==> src/rtl/port_egress_queue.sv <==
// Egress queue for one switch port: a packet FIFO feeding a paced output
// stage that emits one valid_out pulse per packet, with optional forced idle
// cycles between pulses and saturating drop/misroute counters.
// Optional feature: define SWITCH_EGRESS_TARGET_CHECK_EN to discard packets
// whose target is not PORT_ID (counted in misroute_count).

package packet_pkg;
  localparam int ADDR_WIDTH = 4;
  localparam int DATA_WIDTH = 16;
endpackage

module port_egress_queue
  import packet_pkg::*;
#(
  parameter int                    DEPTH   = 8,
  parameter int                    GAP     = 0,
  parameter logic [ADDR_WIDTH-1:0] PORT_ID = '0
) (
  input  logic                       clk,
  input  logic                       rst,
  input  logic                       enq_valid,
  input  logic [ADDR_WIDTH-1:0]      enq_source,
  input  logic [ADDR_WIDTH-1:0]      enq_target,
  input  logic [DATA_WIDTH-1:0]      enq_data,
  output logic                       enq_ready,
  input  logic                       tx_pause,
  output logic                       valid_out,
  output logic [ADDR_WIDTH-1:0]      source_out,
  output logic [ADDR_WIDTH-1:0]      target_out,
  output logic [DATA_WIDTH-1:0]      data_out,
  output logic [$clog2(DEPTH):0]     level,
  output logic [15:0]                drop_count,
  output logic [7:0]                 misroute_count
);

  localparam int PW = $clog2(DEPTH);
  localparam int LW = PW + 1;

  typedef enum logic [1:0] {ST_IDLE, ST_SEND, ST_GAP} state_t;

  typedef struct packed {
    logic [ADDR_WIDTH-1:0] source;
    logic [ADDR_WIDTH-1:0] target;
    logic [DATA_WIDTH-1:0] data;
  } pkt_t;

  pkt_t            mem [DEPTH];
  logic [PW-1:0]   wr_ptr, rd_ptr;
  logic [3:0]      gap_cnt;
  state_t          state, next_state;
  logic            pop, gap_load;
  logic            full, has_pkt, target_ok, push, drop;

  assign full      = (level == LW'(DEPTH));
  assign has_pkt   = (level != '0);
  assign enq_ready = ~full;

`ifdef SWITCH_EGRESS_TARGET_CHECK_EN
  assign target_ok = (enq_target == PORT_ID);
`else
  assign target_ok = 1'b1;
  logic unused_port_id;
  assign unused_port_id = ^PORT_ID;
`endif

  // Full check wins over the target check: a packet offered while full is a drop only.
  assign push = enq_valid & ~full & target_ok;
  assign drop = enq_valid & full;

  // Output FSM state register.
  // NOTE: sequential state uses non-blocking (<=) so every flop samples pre-edge values.
  always_ff @(posedge clk) begin
    if (rst) state <= ST_IDLE;
    else     state <= next_state;
  end

  // Next-state, pop and gap-load decisions.
  // NOTE: every output of this block gets a default first so no latch is inferred.
  always_comb begin
    next_state = state;
    pop        = 1'b0;
    gap_load   = 1'b0;
    unique case (state)
      ST_IDLE: begin
        if (has_pkt && !tx_pause) begin
          pop        = 1'b1;
          next_state = ST_SEND;
        end
      end
      ST_SEND: begin
        if (GAP > 0) begin
          gap_load   = 1'b1;
          next_state = ST_GAP;
        end else if (has_pkt && !tx_pause) begin
          pop = 1'b1;
        end else begin
          next_state = ST_IDLE;
        end
      end
      ST_GAP: begin
        // Leave when this decrement brings the counter to 1 (or it already is).
        if (gap_cnt <= 4'd2) next_state = ST_IDLE;
      end
      default: next_state = ST_IDLE;
    endcase
  end

  // Gap counter: loaded on leaving SEND, counts down while in GAP.
  always_ff @(posedge clk) begin
    if (rst)                              gap_cnt <= '0;
    else if (gap_load)                    gap_cnt <= 4'(GAP);
    else if (state == ST_GAP && gap_cnt != '0) gap_cnt <= gap_cnt - 4'd1;
  end

  // FIFO pointers and occupancy; pointers wrap naturally since DEPTH is a power of two.
  always_ff @(posedge clk) begin
    if (rst) begin
      wr_ptr <= '0;
      rd_ptr <= '0;
      level  <= '0;
    end else begin
      wr_ptr <= wr_ptr + PW'(push);
      rd_ptr <= rd_ptr + PW'(pop);
      level  <= level + LW'(push) - LW'(pop);
    end
  end

  // Packet storage write port.
  // NOTE: storage is not reset; level and pointers alone define which entries are valid.
  always_ff @(posedge clk) begin
    if (push) mem[wr_ptr] <= '{source: enq_source, target: enq_target, data: enq_data};
  end

  // Output registers: pulse on pop, fields hold between pulses.
  always_ff @(posedge clk) begin
    if (rst) begin
      valid_out  <= 1'b0;
      source_out <= '0;
      target_out <= '0;
      data_out   <= '0;
    end else begin
      valid_out <= pop;
      if (pop) begin
        source_out <= mem[rd_ptr].source;
        target_out <= mem[rd_ptr].target;
        data_out   <= mem[rd_ptr].data;
      end
    end
  end

  // Saturating drop counter.
  always_ff @(posedge clk) begin
    if (rst)                          drop_count <= '0;
    else if (drop && drop_count != '1) drop_count <= drop_count + 16'd1;
  end

`ifdef SWITCH_EGRESS_TARGET_CHECK_EN
  // Saturating misroute counter for packets rejected by the target check.
  always_ff @(posedge clk) begin
    if (rst) misroute_count <= '0;
    else if (enq_valid && !full && !target_ok && misroute_count != '1)
      misroute_count <= misroute_count + 8'd1;
  end
`else
  assign misroute_count = '0;
`endif

endmodule

==> config.mk <==
export PLATFORM = sky130hd
export DESIGN_NAME = port_egress_queue
export DESIGN_NICKNAME = d
export VERILOG_FILES = /design/src/rtl/port_egress_queue.sv
export SDC_FILE = /design/constraint.sdc
export NUM_CORES = 1
export LEC_CHECK = 0
export ABC_CLOCK_PERIOD_IN_PS = 6550
export CAP_MARGIN = 5
export CORE_ASPECT_RATIO = 1.1
export CORE_MARGIN = 2
export CORE_UTILIZATION = 46
export CTS_BUF_LIST = sky130_fd_sc_hd__clkbuf_8
export DETAILED_ROUTE_END_ITERATION = 12
export PLACE_DENSITY_LB_ADDON = 0.15
export SYNTH_ARGS = -nofsm -noshare
export SYNTH_HDL_FRONTEND = slang
export SYNTH_SLANG_ARGS = --single-unit
==> constraint.sdc <==
create_clock -name clk -period 6.55 [get_ports clk]
set_clock_uncertainty 0.1 [all_clocks]
set_input_delay 1.31 -clock clk [delete_from_list [all_inputs] [get_ports clk]]
set_output_delay 1.31 -clock clk [all_outputs]
set_load 0.01 [all_outputs]
Yosys cells after proc, flatten, opt, wreduce, memory -nomap -nowiden
Memories as Yosys holds them, arrays and structs flattened. A register that Yosys moved wholly into a read port is not among the register bits.
Index checks and enable logic that the tools add are counted.

storage, ports and cells
  register bits after elaboration = 33
  memory bits (writable) = 192
  input port bits = 28
  output and inout port bits = 54
  logic and storage cells = 42
  memories kept = 1

memory list
  name  depth  bits a word  read ports  clocked after Yosys merged registers in  wr ports  line  text
  mem   8      24           1           1                                        1         47    pkt_t mem [DEPTH];

cells by class
  add/subtract/negate cells = 6
  $lt $le $gt $ge = 1
  eq/ne operators = 7
  multiplexer cells = 8
  bitwise operators = 3
  reduce and logical (&&, ||, !) cells = 9

operators with widths
  cell                     number
  $add A16 B1 Y16 const B  1
  $ne A16 B16 Y1 const B   1
  $reduce_bool A4 Y1       2
  $add A3 B1 Y3            2
  $mux W2                  3
  $ne A2 B2 Y1 const B     3
  $pmux W2 S3              1
  $add A4 B1 Y4            1
  $eq A4 B4 Y1 const B     1
  $le A4 B2 Y1 const B     1
  $mux W1                  4
  $sub A4 B1 Y4            1
  $sub A4 B1 Y4 const B    1
  $logic_and A1 B1 Y1      3
  $reduce_and A3 Y1        1
  $and A1 B1 Y1            2
  $eq A2 B1 Y1 const B     1
  $eq A2 B2 Y1 const B     1
  $logic_not A2 Y1         1
  $reduce_or A2 Y1         1
  $logic_not A1 Y1         1
  $not A1 Y1               1

Longest topological paths before layout
Gate-level depths: netlist (run 1).

  depth after elaboration = 5
  depth in mapped cells = 11
  mapped depth without buffers = 11

Least setup slack after synthesis (run 1)
OpenSTA, ideal clock, no wires.

  path kind = input to register
  from = in enq_valid
  to = mem mem[0][0] (netlist bit) (enable)
  library setup time = 0.435 ns
  data arrival time = 3.307 ns
  data required time = 6.015 ns
  setup slack = 2.708 ns
  cell stages on the path = 3
  buffers on the path = 0
  cells stage by stage = and2_0 > nand2b_1 > nor3_1

on the way
  longest elaborated chain between the ends = 3

RTL lines
  what                           line  text
  from (decl)                    21    input logic enq_valid,
  $and A1 B1 Y1                  67    assign push = enq_valid & ~full & target_ok;
  $mux W1                        131   if (push) mem[wr_ptr] <= '{source: enq_source, target: enq_target, data: enq_data};
  $mux W1 (not written as such)  131
  to (decl)                      47

Every way passes these cells.

Final worst setup path (run 1)
  from = reg level[2]
  to = out enq_ready

on the way
  longest elaborated chain between the ends = 2

RTL lines
  what                    line  text
  from (decl)             31    output logic [$clog2(DEPTH):0] level,
  from (signal assigned)  124   level <= level + LW'(push) - LW'(pop);
  $eq A4 B4 Y1            54    assign full = (level == LW'(DEPTH));
  $not A1 Y1              56    assign enq_ready = ~full;
  to (decl)               25    output logic enq_ready,

Every way passes these cells.

==> impl_summary.md, run 1 <==
Floorplan
a little over 80 I/O pins were placed. The floorplan die width is about 140 um. The area of the die is approximately 0.022 mm^2. The floorplan has 54 rows.

The standard cell core area is roughly 0.020 mm^2. Once the floorplan was initialized, standard cells occupied 47.16% of the core. The die is approximately 150 um tall.

Yosys
The number of synthesized flops with an enable pin is 192. The cell with the most instances after synthesis is sky130_fd_sc_hd__edfxtp_1. After synthesis, the most frequently instantiated cells are sky130_fd_sc_hd__edfxtp_1 (192), sky130_fd_sc_hd__dfxtp_1 (51), sky130_fd_sc_hd__mux4_2 (48). Counting flops with an async set or reset pin after synthesis yields a share of 0%.

The cell area that synthesis handed to floorplanning was 0.009399 mm^2. After synthesis, the mean cell area works out to between 15 and 20 um^2. After synthesis the netlist holds a flip-flop and latch count of approximately 240. During synthesis, Yosys emitted a total of 0 warnings. In this run the biggest area consumer among cell types represents just over 60% of the synthesized area. The sequential area share after synthesis is a little over 70%. Counting distinct cell types in the post-synthesis netlist gives 40. In the synthesized netlist the dominant register cell turns out to be sky130_fd_sc_hd__edfxtp_1. After technology mapping, the gate count stands at 530.

The biggest area contributor in the post-synthesis netlist is sky130_fd_sc_hd__edfxtp_1. Sorting the synthesized cells by area gives the leading types as sky130_fd_sc_hd__edfxtp_1 (61%), sky130_fd_sc_hd__mux4_2 (12%), sky130_fd_sc_hd__dfxtp_1 (11%).

Detailed routing
In the routed layout, each cell is associated on average with a via count of approximately 5.5. In the routed design, unresolved DRC markers number 0. After detailed routing, the average wire length per cell comes to around 20 um. After the first detailed-routing iteration, the DRC count stood at 308. For this run, the detailed router's first-pass iteration total came to 4. The routed design has ~18000 um of wire. The detail route stage leaves a number of antenna-violating nets equal to 0. The total number of vias is 4945.

Power
IR analysis of the VDD net gives a maximum drop of between 0.00015 and 0.0002 V. The standby leakage power is approximately 3.6 nW. Power spread over the standard cell area amounts to about 360 mW/mm^2. The power after layout is around 4 mW.

STA
The remaining max-slew budget at the tightest pin is ~28%. Setup repair after global routing left no endpoint under its margin. Setup total negative slack on the finished layout was measured at 0 ns. The worst path needs 3.515 ns of the cycle, external delays included. Final hold analysis gives a worst-case slack of between 0.3 and 0.4 ns.

The number of endpoints failing setup at the final stage is 0. The count of final max-slew check failures came to 0. The final number of hold-violating endpoints is 0. The highest attainable clock frequency is ~0.28 GHz.

The share of the clock period used by the worst path is 53.66%. At the pin with the least slew margin, the transition time is about 1.1 ns.

GRT
The global-route wire length before repair is approximately 29000 um. Summed over all layers, the global routing overflow is 0. The largest net degree at the start of global routing is between 50 and 60.

The all-layer global routing usage is between 10% and 20%. The number of antenna violations at the first check in global routing was 0. The via count of the first global-routing pass was approximately 5200.

Clock tree
The quantity of gates resized following cts is 0. TritonCTS built the clock tree. In this run, CTS created clock tree buffers numbering 39. The clock transition at the registers of the reported paths is about 0.06 ns. The H-tree depth is 2. The source-to-sink clock delay at the later pin of the worst-skew pair is 0.52 ns. The longest clock path from root to sink contains 3 buffers. Clock tree synthesis found a total of 243 sinks. The tree is rooted in a sky130_fd_sc_hd__clkbuf_8.

Buffers added to address setup during post-CTS repair amount to 0. The hold-fix buffer count after cts is 0.

Critical path
STA classifies the critical path endpoint as an output port. The worst register-to-register path has a depth of 7. Of all nets on the critical path, the largest fanout is 3. The worst setup path is launched from a flip-flop.

The data arrival time of the critical path is ~2.1 ns. The worst endpoint required time is about 5.1 ns. The critical path is of the reg -> out type.

Cells and area
Across the whole layout, storage elements account for ~0.0068 mm^2. Summing all multi-input logic gate instances after layout gives around 0.0025 mm^2. In the final layout, the share of cells above drive strength 1 is approximately 20%.

The utilization of the core after routing is 55.84%. The cell area after layout is 0.01113 mm^2. Counting the fill cells in the layout gives ~1500. The layout net count is approximately 660.

The number of antenna diodes in the final layout is 0. Relative to the synthesized area, the layout overhead comes to 18.42%.

Placement
At the end of routability-driven placement, the weighted congestion stood at approximately 0.77. Summing all placed instances gives a cell area of approximately 0.010 mm^2. During placement, the flow inserted port buffers numbering between 70 and 80. The detailed placer's ending HPWL is between 10000 and 15000 um.

Run status
The run finished with clean final reports.

Min path
The class of the tightest hold or removal check is reg -> reg. The worst hold path stage count is 2.

Run
Max-cap violations in this run came to 0.
## cell families after synthesis
family                   Yosys count  share of synthesized area (%)
flip-flops                       243                          72.20
AND/OR/NAND/NOR                   95                          5.445
AO/OA/AOI/OAI                     58                          3.914
XOR/XNOR                           5                         0.4659
adder cells (fa/ha/maj)           10                          1.411
other                              1                        0.03990
buffers and inverters             43                          2.103
multiplexers                      75                          14.42
## final cells by class
cell class	count	area share (%)
Inverter	7	0.2361
Clock inverter	26	1.169
Multi-Input combinational cell	251	22.43
Tap cell	252	2.833
Clock buffer	42	5.193
Sequential cell	243	61.02
Timing Repair Buffer	82	7.127
## placed cells by master (no fill, tap or decap), drive strengths merged, types with 5 or more instances in the layout
cell type / count
clkbuf: 42
edfxtp: 192
buf: 10
mux4: 48
nand2: 11
or4: 7
nor2b: 7
clkdlybuf4s50: 72
nor4: 5
conb: 8
mux2i: 24
clkinv: 14
nor2: 37
dfxtp: 51
nand4: 5
a21oi: 19
inv: 18
o21ai: 10
o31ai: 5
ha: 9
a211oi: 18
## power breakdown
part / total (mW) / internal (mW) / leakage [nW] / switching [mW]
clock: 1.18 / 0.628 / 0.408 / 0.556
combinational: 0.854 / 0.471 / 0.997 / 0.383
sequential: 1.96 / 1.82 / 2.16 / 0.142
## layer usage
layer  vias to the layer above  GRT usage, %  routed length [um]
li1                       2287             -                   -
met1                      2496         22.03                7547
met2                       138         30.16                9358
met3                        24         3.768                1013
met4                         0         5.002                 299
met5                         -             0                   0
## critical path: stages, from the launching register on
cell	delay, ns
sky130_fd_sc_hd__dfxtp_1	0.31
sky130_fd_sc_hd__inv_1	0.09
sky130_fd_sc_hd__ha_1	0.23
sky130_fd_sc_hd__or3b_2	0.47
sky130_fd_sc_hd__clkdlybuf4s50_1	0.49
## flip-flops by register name, indices dropped and copies added, names as in the netlist
signal / cells
data_out: 16
valid_out: 1
mem: 192
drop_count: 16
target_out: 4
rd_ptr: 3
wr_ptr: 3
source_out: 4
level: 4
## per-stage QoR
| step | std cells | setup WS [ns] |
|---|---|---|
| 2_1_floorplan | 537 | 2.708 |
| 3_3_place_gp | 835 | 2.768 |
| 3_5_place_dp | 835 | 2.680 |
| 4_1_cts | 903 | 2.993 |
| 5_1_grt | 903 | 2.937 |
| 6_report | 903 | 3.035 |
## final timing paths
path                                   start           end  slack (ns)
worst max-delay path                level[2]     enq_ready        3.04
worst min-delay path            data_out[14]  data_out[14]        0.40
worst max register to register      level[2]    mem[1][19]        3.75
worst min register to register  data_out[14]  data_out[14]        0.40
(Power assumes the default switching activity.)
==> run 2: changes to the inputs <==
- ABC_CLOCK_PERIOD_IN_PS: 6550 -> 2800
- clock period: 6.55 -> 2.8 ns (I/O delays scaled with it)
==> run 2 against run 1 <==
Global-route usage up 0.25 points. Core utilization up 1.1 points. Routed wire length up 1.4%. Cell count up 2.0%. Register-to-register slack worse by 3.5 ns. Critical path type is now reg -> reg. Largest power group unchanged.
==> impl_summary.md, run 2 (synthesis gave the netlist of run 1 again) <==
Run status
The run finished with clean final reports.

Placement
At the end of routability-driven placement, the weighted congestion stood at ~0.8. The number of cells after detailed placement is 848. The HPWL after detailed placement is roughly 10000 um. The number of I/O port buffers is between 70 and 80.

Floorplan
After floorplanning, the core was sized to cover roughly 0.020 mm^2. a little over 80 I/O pins were placed. The area of the die is between 0.02 and 0.025 mm^2. The number of standard-cell rows in the floorplan is 54.

For this configuration, the core starts out at a cell density of between 40% and 50%. In this run the vertical extent of the chip is between 150 and 200 um. The floorplan die width is about 140 um.

GRT
The via count of the first global-routing pass is ~5200. The overflow left after global routing is 0. Global routing used around 18% of the available tracks across all layers. The first global-routing pass estimated a little under 30000 um of wire. Entering global routing, the biggest net connects 35 pins.

The number of antenna violations at the first check in global routing is 0.

STA
Hold timing on the final database bottoms out at a slack of 0.3843 ns. For the pin with the worst max-slew slack, the measured transition is between 0.5 and 0.6 ns. The count of final max-slew check failures came to 0. The remaining max-slew budget at the tightest pin is between 60% and 70%. Counting I/O delays and the setup requirement, the final critical path takes about 2.6 ns. The final number of hold-violating endpoints is 0. Setup repair after global routing left no endpoint under its margin.

Setup violations remaining at the end of the flow were counted as 0. The worst path uses between 90% and 100% of the clock period. The highest attainable clock frequency is approximately 0.39 GHz.

Detailed routing
The DRC violations left is 0. The number of iterations in the first detailed-routing pass is 6. The final layout contains routed wiring with a total length of roughly 18000 um.

The number of nets with antenna violations after detailed routing is 0. The total number of vias is 5041. For this block, the initial DRC count from the detailed router was 320. The routed via count divided by cell count is between 5 and 6.

The average wire length per cell after detail routing is around 20 um.

Power
The maximum VDD drop is 0.0004077 V. Power comes to between 9 and 10 mW. The power density over the cells is around 840 mW/mm^2. The standby leakage power is ~3.6 nW.

Clock tree
The source-to-sink clock delay at the later pin of the worst-skew pair is about 0.52 ns. Clock-pin slew was measured on the worst setup and hold paths at 0.06 ns. Once the clock tree was built, the setup fixing pass inserted 0 buffers. TritonCTS built the clock tree. The tree is rooted in a sky130_fd_sc_hd__clkbuf_8. The H-tree depth is 2. The clock passes through at most 3 buffers.

The number of buffers created by CTS is 40. For this design, the sink count on the clock tree is about 240.

Critical path
The type of destination of the critical path is a flip-flop. Data arrives at the worst endpoint at between 2 and 3 ns. The number of cells on the worst reg-to-reg path is 11. The worst endpoint required time is about 3.1 ns. The kind of critical path is reg -> reg. STA classifies the critical path startpoint as a flip-flop. Walking the worst path, the cells encountered are inv_1 > ha_2 > or3b_2 > and2_2 > nand2b_1 > nand2_1 > ha_1 > inv_1 > fa_1 > xor2_1 > nor2_1. The largest single stage delay on the critical path is ~0.45 ns. The top fanout value on the critical path is 5. The slowest stage of the critical path is the sky130_fd_sc_hd__or3b_2 cell. By instance count, the cell type seen most on the critical path is sky130_fd_sc_hd__inv_1.

Cells and area
The register with the highest flop count is mem. The largest registers in the layout are mem (192), data_out (16), drop_count (16). The number of antenna diodes in the final layout is 0.

Compared with the post-synthesis result, the final layout area differs by 20.81%. The most frequent standard cell in the layout excluding fill and tap cells is sky130_fd_sc_hd__edfxtp_1. Of the cells placed in the final design, the portion with a size suffix greater than 1 is 21.82%. In the layout the commonest cells are sky130_fd_sc_hd__edfxtp_1 (192), sky130_fd_sc_hd__clkdlybuf4s50_1 (71), sky130_fd_sc_hd__dfxtp_1 (49), sky130_fd_sc_hd__mux4_2 (48), sky130_fd_sc_hd__clkbuf_8 (43). The number of flip-flops under the largest register name is between 150 and 200. For this run, the post-layout net count is 676.

The non-filler instance count after layout is a little over 900.

Min path
The min-delay analysis places its worst path in the category in -> reg. The worst hold path stage count is 2.

Run
Across the run, the number of max-cap violations was 0.
[run 2: cell types whose count changed in the layout (fill, tap and decap cells not counted), moves of 2 or more]
cell and delta:
sky130_fd_sc_hd__buf_12 +7, sky130_fd_sc_hd__buf_4 +6, sky130_fd_sc_hd__clkinv_1 +3, sky130_fd_sc_hd__inv_1 -2, sky130_fd_sc_hd__nor2_2 +2, sky130_fd_sc_hd__nor2_4 -2
sky130_fd_sc_hd__nor3_2 -2, sky130_fd_sc_hd__nor3_4 +2
[run 2: repair_timing]
action / 4_1_cts / 5_1_grt
gates resized for setup: 1 / 3
hold buffers: 0 / 0
endpoints found under the setup margin: 1 / 3
pin swaps: 0 / 0
[run 2: final cells by class]
class	instances	area (um^2)
Multi-Input combinational cell	251	2494
Tap cell	252	315.3
Sequential cell	243	6792
Inverter	7	26.28
Clock buffer	43	591.8
Clock inverter	30	155.1
Fill cell	1568	8577
Timing Repair Buffer	95	980.9
[run 2: metrics by stage]
stage               instance area (um^2)  utilization [%]  setup slack, ns  setup TNS, ns
floorplan                           9435                -         -0.01591         -1.745
global placement                   10600            53.19           0.1699              0
detailed placement                 10600            53.19           0.1074              0
CTS                                11350            56.95          0.01061              0
global route                       11350            56.97          0.01118              0
finish                             11350            56.97           0.2192              0
[run 2: metal layers]
| metal | up-vias | track usage [%] | routed length [um] | share of wire (%) |
|---|---|---|---|---|
| li1 | 2316 | - | - | - |
| met1 | 2573 | 23.46 | 7947 | 43 |
| met2 | 127 | 29.34 | 9245 | 50 |
| met3 | 25 | 3.675 | 973 | 5.3 |
| met4 | 0 | 5.435 | 297 | 1.6 |
| met5 | - | 0 | 0 | 0 |
[run 2: worst paths after layout]
path	startpoint	end	slack (ns)
max	level[2]	level[2]	0.22
min	rst	drop_count[8]	0.38
max reg2reg	level[2]	level[2]	0.22
min reg2reg	target_out[3]	target_out[3]	0.40
[run 2: power breakdown]
part	leakage, nW	internal (mW)	switching (mW)
logic	1.06	1.19	1.01
clock network	0.418	1.52	1.34
registers	2.16	4.26	0.250
[run 2: critical path, delay by kind of cell (launching register included)]
kind	cells	cell delay (ns)
adders and majority gates	3	0.74
DFF	1	0.31
buffers and inverters	2	0.16
and+or+nand+nor	5	1.02
xor gates and xnor gates	1	0.14
